===== src/rtl/dsp_dot_ctrl.sv =====
// Dot-product sequencer: streams operand pairs into an external multiply-accumulate DSP and returns the sum.
// Optional macro DSP_DOT_CTRL_SAT_EN: saturate RESULT to the signed RES_W range instead of truncating.
module dsp_dot_ctrl #(
    parameter int unsigned WIDTH_OP1 = 18,
    parameter int unsigned WIDTH_OP2 = 25,
    parameter int unsigned WIDTH_OUT = 48,
    parameter int unsigned DSP_LAT   = 3,
    parameter int unsigned LEN_W     = 16,
    parameter int unsigned RES_W     = 32
) (
    input  logic                 CLK,
    input  logic                 RSTN,
    input  logic                 START,
    input  logic [LEN_W-1:0]     LEN,
    input  logic                 ABORT,
    output logic                 BUSY,
    output logic                 DONE,
    output logic [RES_W-1:0]     RESULT,
    output logic                 SAT,
    input  logic                 S_VALID,
    output logic                 S_READY,
    input  logic [WIDTH_OP1-1:0] S_OP1,
    input  logic [WIDTH_OP2-1:0] S_OP2,
    output logic                 DSP_EN,
    output logic                 DSP_ACC_EN,
    output logic [WIDTH_OP1-1:0] DSP_OP1,
    output logic [WIDTH_OP2-1:0] DSP_OP2,
    input  logic [WIDTH_OUT-1:0] DSP_OUT
);

    localparam int unsigned DRAIN_W = $clog2(DSP_LAT + 1);

    typedef enum logic [1:0] {
        ST_IDLE   = 2'd0,
        ST_FEED   = 2'd1,
        ST_DRAIN  = 2'd2,
        ST_FINISH = 2'd3
    } state_t;

    state_t               state_q, state_d;
    logic [LEN_W-1:0]     len_q;
    logic [LEN_W-1:0]     beat_cnt_q;
    logic [DRAIN_W-1:0]   drain_cnt_q;

    logic                 busy_q, done_q, s_ready_q, sat_q;
    logic [RES_W-1:0]     result_q;
    logic                 dsp_en_q, dsp_acc_en_q;
    logic [WIDTH_OP1-1:0] dsp_op1_q;
    logic [WIDTH_OP2-1:0] dsp_op2_q;

    logic                 busy_d, done_d, s_ready_d, sat_d;
    logic [RES_W-1:0]     result_d;
    logic                 dsp_en_d, dsp_acc_en_d;
    logic [WIDTH_OP1-1:0] dsp_op1_d;
    logic [WIDTH_OP2-1:0] dsp_op2_d;

    logic                 hs;
    logic                 last_beat;
    logic                 drain_done;
    logic                 first_issued;
    logic [RES_W-1:0]     cap_val;
    logic                 cap_sat;

    assign hs           = S_VALID & s_ready_q;
    assign last_beat    = hs && (beat_cnt_q == (len_q - LEN_W'(1)));
    assign drain_done   = (drain_cnt_q == DRAIN_W'(DSP_LAT));
    assign first_issued = (beat_cnt_q != '0);

    // Conversion of the DSP accumulator to the RESULT width
`ifdef DSP_DOT_CTRL_SAT_EN
    logic fits;
    assign fits    = (&DSP_OUT[WIDTH_OUT-1:RES_W-1]) | ~(|DSP_OUT[WIDTH_OUT-1:RES_W-1]);
    assign cap_sat = ~fits;
    assign cap_val = fits ? DSP_OUT[RES_W-1:0]
                   : (DSP_OUT[WIDTH_OUT-1] ? {1'b1, {(RES_W-1){1'b0}}}
                                           : {1'b0, {(RES_W-1){1'b1}}});
`else
    logic unused_dsp_hi;
    assign unused_dsp_hi = ^DSP_OUT[WIDTH_OUT-1:RES_W];
    assign cap_sat       = 1'b0;
    assign cap_val       = DSP_OUT[RES_W-1:0];
`endif

    // State register
    always_ff @(posedge CLK or negedge RSTN) begin
        if (!RSTN) begin
            state_q <= ST_IDLE;
        end else begin
            state_q <= state_d;
        end
    end

    // Next-state logic; ABORT overrides every transition
    always_comb begin
        state_d = state_q;
        case (state_q)
            ST_IDLE: begin
                if (START) begin
                    state_d = (LEN == '0) ? ST_FINISH : ST_FEED;
                end
            end
            ST_FEED: begin
                if (last_beat) begin
                    state_d = ST_DRAIN;
                end
            end
            ST_DRAIN: begin
                if (drain_done) begin
                    state_d = ST_FINISH;
                end
            end
            ST_FINISH: begin
                state_d = ST_IDLE;
            end
            default: begin
                state_d = ST_IDLE;
            end
        endcase
        if (ABORT) begin
            state_d = ST_IDLE;
        end
    end

    // Next values of the registered outputs, decoded from the upcoming state
    always_comb begin
        busy_d       = (state_d != ST_IDLE);
        done_d       = (state_d == ST_FINISH);
        s_ready_d    = (state_d == ST_FEED);
        dsp_en_d     = (state_d == ST_FEED) || (state_d == ST_DRAIN);
        dsp_acc_en_d = 1'b0;
        dsp_op1_d    = '0;
        dsp_op2_d    = '0;
        result_d     = result_q;
        sat_d        = sat_q;

        case (state_d)
            ST_FEED, ST_DRAIN: begin
                if (hs) begin
                    dsp_op1_d    = S_OP1;
                    dsp_op2_d    = S_OP2;
                    dsp_acc_en_d = first_issued;
                end else begin
                    dsp_acc_en_d = (state_d == ST_DRAIN) || first_issued;
                end
            end
            default: begin
                dsp_acc_en_d = 1'b0;
            end
        endcase

        if ((state_q == ST_DRAIN) && (state_d == ST_FINISH)) begin
            result_d = cap_val;
            sat_d    = cap_sat;
        end else if ((state_q == ST_IDLE) && (state_d == ST_FINISH)) begin
            result_d = '0;
            sat_d    = 1'b0;
        end
    end

    // Job length, beat and drain counters
    always_ff @(posedge CLK or negedge RSTN) begin
        if (!RSTN) begin
            len_q       <= '0;
            beat_cnt_q  <= '0;
            drain_cnt_q <= '0;
        end else begin
            if ((state_q == ST_IDLE) && START) begin
                len_q <= LEN;
            end
            if (state_d != ST_FEED) begin
                beat_cnt_q <= '0;
            end else if (hs) begin
                beat_cnt_q <= beat_cnt_q + LEN_W'(1);
            end
            if ((state_q == ST_DRAIN) && (state_d == ST_DRAIN)) begin
                drain_cnt_q <= drain_cnt_q + DRAIN_W'(1);
            end else begin
                drain_cnt_q <= '0;
            end
        end
    end

    // Output registers
    always_ff @(posedge CLK or negedge RSTN) begin
        if (!RSTN) begin
            busy_q       <= 1'b0;
            done_q       <= 1'b0;
            s_ready_q    <= 1'b0;
            sat_q        <= 1'b0;
            result_q     <= '0;
            dsp_en_q     <= 1'b0;
            dsp_acc_en_q <= 1'b0;
            dsp_op1_q    <= '0;
            dsp_op2_q    <= '0;
        end else begin
            busy_q       <= busy_d;
            done_q       <= done_d;
            s_ready_q    <= s_ready_d;
            sat_q        <= sat_d;
            result_q     <= result_d;
            dsp_en_q     <= dsp_en_d;
            dsp_acc_en_q <= dsp_acc_en_d;
            dsp_op1_q    <= dsp_op1_d;
            dsp_op2_q    <= dsp_op2_d;
        end
    end

    assign BUSY       = busy_q;
    assign DONE       = done_q;
    assign S_READY    = s_ready_q;
    assign SAT        = sat_q;
    assign RESULT     = result_q;
    assign DSP_EN     = dsp_en_q;
    assign DSP_ACC_EN = dsp_acc_en_q;
    assign DSP_OP1    = dsp_op1_q;
    assign DSP_OP2    = dsp_op2_q;

endmodule


===== config.mk =====
export PLATFORM = sky130hd
export DESIGN_NAME = dsp_dot_ctrl
export DESIGN_NICKNAME = d
export VERILOG_FILES = /design/src/rtl/dsp_dot_ctrl.sv
export SDC_FILE = /design/constraint.sdc
export NUM_CORES = 1
export LEC_CHECK = 0
export ABC_AREA = 1
export BUFFER_PORTS_ARGS = -buffer_cell sky130_fd_sc_hd__buf_2
export CORE_ASPECT_RATIO = 2
export CORE_MARGIN = 2
export CORE_UTILIZATION = 45
export DETAILED_ROUTE_END_ITERATION = 8
export PLACE_DENSITY = 0.74
export REMOVE_ABC_BUFFERS = 1
export SLEW_MARGIN = 20
export SYNTH_ARGS = -nofsm -noshare
export SYNTH_HDL_FRONTEND = slang
export SYNTH_SLANG_ARGS = --single-unit

===== constraint.sdc =====
create_clock -name CLK -period 3.5 [get_ports CLK]
set_clock_uncertainty 0.15 [all_clocks]
set_input_delay 0.175 -clock CLK [delete_from_list [all_inputs] [get_ports CLK]]
set_output_delay 0.175 -clock CLK [all_outputs]
set_load 0.01 [all_outputs]

==> metrics.cfg, run 1 <==
[synthesis]
ys_ff_latch = 116
avgSynthCellArea_um2 = 8.60
syn-instance-count = 616
synthTopCellsByArea = dfrtp_1 (55%), inv_1 (8.9%), nand2_1 (5.6%), nor2_1 (5.5%), nand3_1 (5.2%)
synth_area_leader_cell = dfrtp_1
yosysTopAreaCellShare = 0.548
yosysSeqAreaShare = 0.548
synth_cell_types = 35
syn-cell-area_um2 = 5300
ys.warnings.count = 0

[drt]
drtIter0Drc = 241
viasPerCell = 4.83
finalWirelength_um = 15800
remaining_drc_errors = 0
drtPass1Iterations = 5
ant_nets = 0
routedWlPerCell_um = 15.1
vias = 5059

[clocking]
path_clk_slew_ps = 60
clk_path_buf_depth = 2
cts.sinks = 116
cts_tree = yes
cts_buffers = 17
h-tree-depth = 4
insertion_delay_ps = 400
cts_root_buf = clkbuf_16

[global_route]
grt_overflow = 0
grt_max_degree = 80
grt_usage = 0.261
grt_pass1_wl_um = 25100
grt_antenna_before_repair = 0
grt_pass1_vias = 5409

[sta]
finalCritPeriodShare = 0.897
rsz0062_at_grt = false
finalSetupViolCount = 0
fin_crit_ps = 3140
holdWs_ps = 35.4
max-slew-margin-rel = 0.417
hold_viol = 0
worstMarginPinSlew_ps = 872
drv_slew = 0
fmax_ghz = 0.319

[die]
die_w_um = 80.7
row_count = 56
core_area_um2 = 11600
initial_core_util = 0.455
dieArea_um2 = 12700
fp.dieH_um = 157
io_pins = 193

[pwr]
power_density_nw_per_um2 = 500
power_frac_seq = 0.390
p_int_mw = 2.82
comb_power_share = 0.165
leakagePower_nw = 4.43
p_total_mw = 3.95
p_clk_frac = 0.445
swShare = 0.285
peakVddDrop_mv = 0.370
p_sw_mw = 1.13

[setup_path]
cp_max_fo = 32
cp-end-kind = flop
worst_setup_path_start_kind = flop
reg2reg_depth = 17
crit_type = flop to flop
worst-endpoint-arrival_ps = 3260
crit_required_ps = 3620

[placed_design]
dp_cells = 922
place_hpwl_um = 9770
place.gp.congestion = 0.812
portBuffers = 175

[finish]
nets = 1009
final_common_cell = buf_2
final_cell_mix = buf_2 (174), inv_1 (126), dfrtp_1 (116)
fin_cells = 1047
n_antenna_cell = 0
syn2layout_area_growth_pct = 49.1
n_fill_cell = 935
drive_gt1_frac = 0.271

[flow_run]
maxCapViolations = 0

[worst_hold_path]
min_path_cells = 5
hold_path_class = input port to flop

[outcome]
status = complete, no violations

-- flip-flops by register name, summed over array words and instances, names as in the netlist --
register and flops:
beat_cnt_q 16, DSP_EN 1, BUSY 1, DSP_OP1 18
DONE 1, drain_cnt_q 2, state_q 2, DSP_OP2 25
len_q 16, DSP_ACC_EN 1, RESULT 32, S_READY 1
-- cells in the mapped netlist (all sizes together) --
library cell and number:
dfrtp 116, mux2 6, and2 1, o21ai 49, o21a 1, nor2 89
o221ai 1, inv 128, buf 3, nor4 2, a41oi 1, a21oi 15
ha 8, or2 1, nand2 84, xor2 12, xnor2 5, o211a 1
a211oi 2, nand4 6, nand3b 1, nor3 10, nand3 56, conb 1
clkbuf 17
-- area by class of cell --
cell class,count,area [um2],share of cell area
inverters,128,480,0.0608
flip-flops and latches,116,2900,0.368
multi-input cells,352,1840,0.233
repair buffers,274,1900,0.240
clock buffers,18,429,0.0543
clock inverters,14,168,0.0212
well taps,145,181,0.0230
-- kinds of logic (layout without fill, tap and decap cells) --
logic type,count (synthesis),count (layout),share of synthesized area
mux,6,6,0.0128
compound gates,70,70,0.0709
other cells,1,1,0.000708
buf+inv,148,434,0.106
flops,116,116,0.548
simple gates,250,250,0.215
xor+xnor,17,17,0.0281
fa+ha+maj,8,8,0.0189
-- final timing paths --
path                            slack (ps)            from             end
worst max-delay path                   360        len_q[0]      RESULT[23]
worst min-delay path                    40           START      state_q[0]
worst max register to register         360        len_q[0]      RESULT[23]
worst min register to register         290  drain_cnt_q[0]  drain_cnt_q[0]
max in group asynchronous             2280            RSTN      RESULT[10]
min in group asynchronous              220            RSTN      DSP_OP2[7]
-- metal layers --
layer	track usage	routed length [um]	share of wire	vias to the layer above
li1	-	-	-	2443
met1	0.267	5630	0.36	2384
met2	0.470	8550	0.54	193
met3	0.0757	1040	0.066	39
met4	0.133	620	0.039	0
met5	0	0	0	-
-- power by group through the flow --
| stage | Clock [mW] | Sequential (mW) | Combinational [mW] |
|---|---|---|---|
| floorplan | 0 | 1.58 | 0.288 |
| global placement | 0 | 1.56 | 0.548 |
| detailed placement | 0 | 1.56 | 0.560 |
| CTS | 1.78 | 1.54 | 0.642 |
| global route | 1.84 | 1.55 | 0.729 |
| finish | 1.76 | 1.54 | 0.652 |
-- repair_timing --
action	CTS	global route
endpoints found under the setup margin	0	9
hold endpoints to repair	171	0
hold buffers	93	0
resized for setup	0	1
setup buffers	0	0
-- through the flow --
stage / cell area, um2 / TNS (ps) / utilization / setup WS (ps)
finish: 7900 / 0 / 0.679 / 362
floorplan: 5220 / -2930 / - / -91.7
CTS: 7890 / 0 / 0.678 / 245
global route: 7900 / 0 / 0.679 / 61.7
detailed placement: 6360 / 0 / 0.547 / 267
global placement: 6360 / 0 / 0.547 / 356
-- worst max-delay path, cell delays in order, from the launching register on --
cell and delay (ps):
dfrtp_1 400, inv_1 100, ha_2 280, nand2_2 110, nor2_4 180, nand2_2 60, nand2_1 60, nand2_1 50
nor2_1 110, nand2_1 70, nor2_2 190, nand4_1 160, a21oi_1 270, ha_1 260, nand2_1 80, buf_4 250
nand3_1 130, o21ai_0 90
No activity file was read; power rests on OpenSTA's default activity.
==> run 2, diff against run 1 <==
--- a/config.mk
+++ b/config.mk
@@ -11,7 +11,8 @@
 export CORE_MARGIN = 2
 export CORE_UTILIZATION = 45
 export DETAILED_ROUTE_END_ITERATION = 8
-export PLACE_DENSITY = 0.74
+export GPL_ROUTABILITY_DRIVEN = 0
+export PLACE_DENSITY = 0.77
 export REMOVE_ABC_BUFFERS = 1
 export SLEW_MARGIN = 20
 export SYNTH_ARGS = -nofsm -noshare
==> constraint.sdc (replaced) <==
create_clock -name CLK -period 2.6 [get_ports CLK]
set_clock_uncertainty 0.15 [all_clocks]
set_input_delay 0.13 -clock CLK [delete_from_list [all_inputs] [get_ports CLK]]
set_output_delay 0.13 -clock CLK [all_outputs]
set_load 0.01 [all_outputs]
==> metrics.cfg, run 2 (synthesis results as in run 1) <==
[drt]
drtPass1Iterations = 7
routedWlPerCell_um = 17.8
finalWirelength_um = 19400
remaining_drc_errors = 0
vias = 5437
drtIter0Drc = 298
ant_nets = 0
viasPerCell = 4.98

[setup_path]
cp-end-kind = flop
cp_slowest_stage_delay_ps = 450
crit_chain = nor2_2, nand2_1, nor2_4, nand2_2, nand2_1, nand2_1, nor2_2, nand2_1, nor2_2, nand4_1, a21oi_2, ha_2, nand3_4, clkbuf_16, o21ai_0
cp_num_buf_inv = 1
worst-endpoint-arrival_ps = 2990
worst_setup_path_start_kind = flop
cp_common_cell = nand2_1
cp_max_fo = 32
crit_required_ps = 2760
crit_type = flop to flop
critical-path-top-delay-family = simple AND/OR/NAND/NOR gates
reg2reg_depth = 15
cp_num_cells = 15
crit_slowest_cell = dfrtp_2

[sta]
drv_slew = 0
fmax_ghz = 0.353
rsz0062_at_grt = true
hold_viol = 0
finalCritPeriodShare = 1.09
worstMarginPinSlew_ps = 502
setup_slack_ps = -231
fin_crit_ps = 2830
max-slew-margin-rel = 0.666
finalSetupViolCount = 76
tns_ps = -11080

[placed_design]
place_hpwl_um = 10700
portBuffers = 175
dp_cells = 947
place_ws_ps = -318

[global_route]
grt_overflow = 0
grt_pass1_wl_um = 26800
grt_max_degree = 65
grt_antenna_before_repair = 0
grt_usage = 0.283
use_met1 = 0.274
grt_pass1_vias = 5628
met2_usage = 0.527
busiest_layer = met2
grtUsageMet3 = 0.0757

[finish]
final_common_cell = buf_2
largest_reg_flops = 32
n_antenna_cell = 0
final_cell_mix = buf_2 (174), inv_1 (122), dfrtp_1 (114)
n_fill_cell = 753
postLayoutCoreUtil = 0.772
fin_cells = 1091
drive_gt1_frac = 0.399
nets = 1054
syn2layout_area_growth_pct = 69.5

[pwr]
leakagePower_nw = 4.79
power_density_nw_per_um2 = 633
peakVddDrop_mv = 0.479

[clocking]
insertion_delay_ps = 410
h-tree-depth = 4
cts_root_buf = clkbuf_16
cts_buffers = 17
clk_path_buf_depth = 2
path_clk_slew_ps = 60
cts_tree = yes
cts.sinks = 116

[die]
die_w_um = 80.7
dieArea_um2 = 12700
fp.dieH_um = 157
core_area_um2 = 11600
row_count = 56
io_pins = 193
initial_core_util = 0.455

[outcome]
violations = negative setup slack
status = finished, violations left

[flow_run]
maxCapViolations = 0

[worst_hold_path]
min_path_cells = 5
hold_path_class = input port to flop

==> run 2: cell count changes in the layout (fill, tap and decap cells not counted), sizes merged <==
cell	delta
buf	+39
bufinv	+1
clkbuf	+5
clkinv	+5
inv	-6
==> run 2: area by class of cell <==
class	instances	area, um2	share of cell area
tap	145	181	0.0202
clock inverter	14	180	0.0201
multi-input combinational	352	2350	0.262
sequential	116	2910	0.324
timing repair buffer	319	2450	0.273
inverter	128	483	0.0538
clock buffer	17	425	0.0474
==> run 2: worst paths after layout <==
check                            endpoint  slack (ps)           start
min reg2reg                drain_cnt_q[0]         290  drain_cnt_q[0]
max                            RESULT[16]        -230        len_q[5]
min in group asynchronous       len_q[10]          80            RSTN
max reg2reg                    RESULT[16]        -230        len_q[5]
min                         beat_cnt_q[1]          40         S_VALID
max in group asynchronous        len_q[5]        1350            RSTN
==> run 2: worst register-to-register path, cell delays in order (launching register included) <==
cell and delay, ps:
dfrtp_2 450, nor2_2 150, nand2_1 120, nor2_4 190, nand2_2 60, nand2_1 50
nand2_1 50, nor2_2 150, nand2_1 80, nor2_2 100, nand4_1 130, a21oi_2 200
ha_2 250, nand3_4 130, clkbuf_16 240, o21ai_0 220
==> run 2: through the flow <==
step / instance area, um2 / hold WS, ps / power (mW)
after floorplan: 5220 / -316 / 2.51
after global placement: 6560 / -19.1 / 2.93
after detailed placement: 6560 / -16.2 / 2.95
after CTS: 8280 / 3.99 / 5.53
after global routing: 8980 / 51.1 / 5.90
final: 8980 / 41.0 / 5.68
==> run 2: per-layer routing <==
layer | vias to the layer above | part of all wire
met5 | - | 0
met1 | 2599 | 0.33
met2 | 238 | 0.56
met3 | 62 | 0.056
li1 | 2538 | -
met4 | 0 | 0.057
==> run 2: repair_timing <==
| item | CTS | global route |
|---|---|---|
| gates cloned | 2 | 7 |
| setup buffers | 5 | 7 |
| endpoints found under the hold margin | 175 | 0 |
| hold buffers | 93 | 0 |
| resized for setup | 21 | 150 |
| pin swaps | 4 | 15 |
| endpoints found under the setup margin | 93 | 95 |
==> run 2: report_power, final <==
part / total (mW) / internal, mW / switching, mW
registers: 2.08 / 1.95 / 0.126
logic: 1.20 / 0.579 / 0.618
clock network: 2.41 / 1.51 / 0.894
total: 5.68 / 4.04 / 1.64
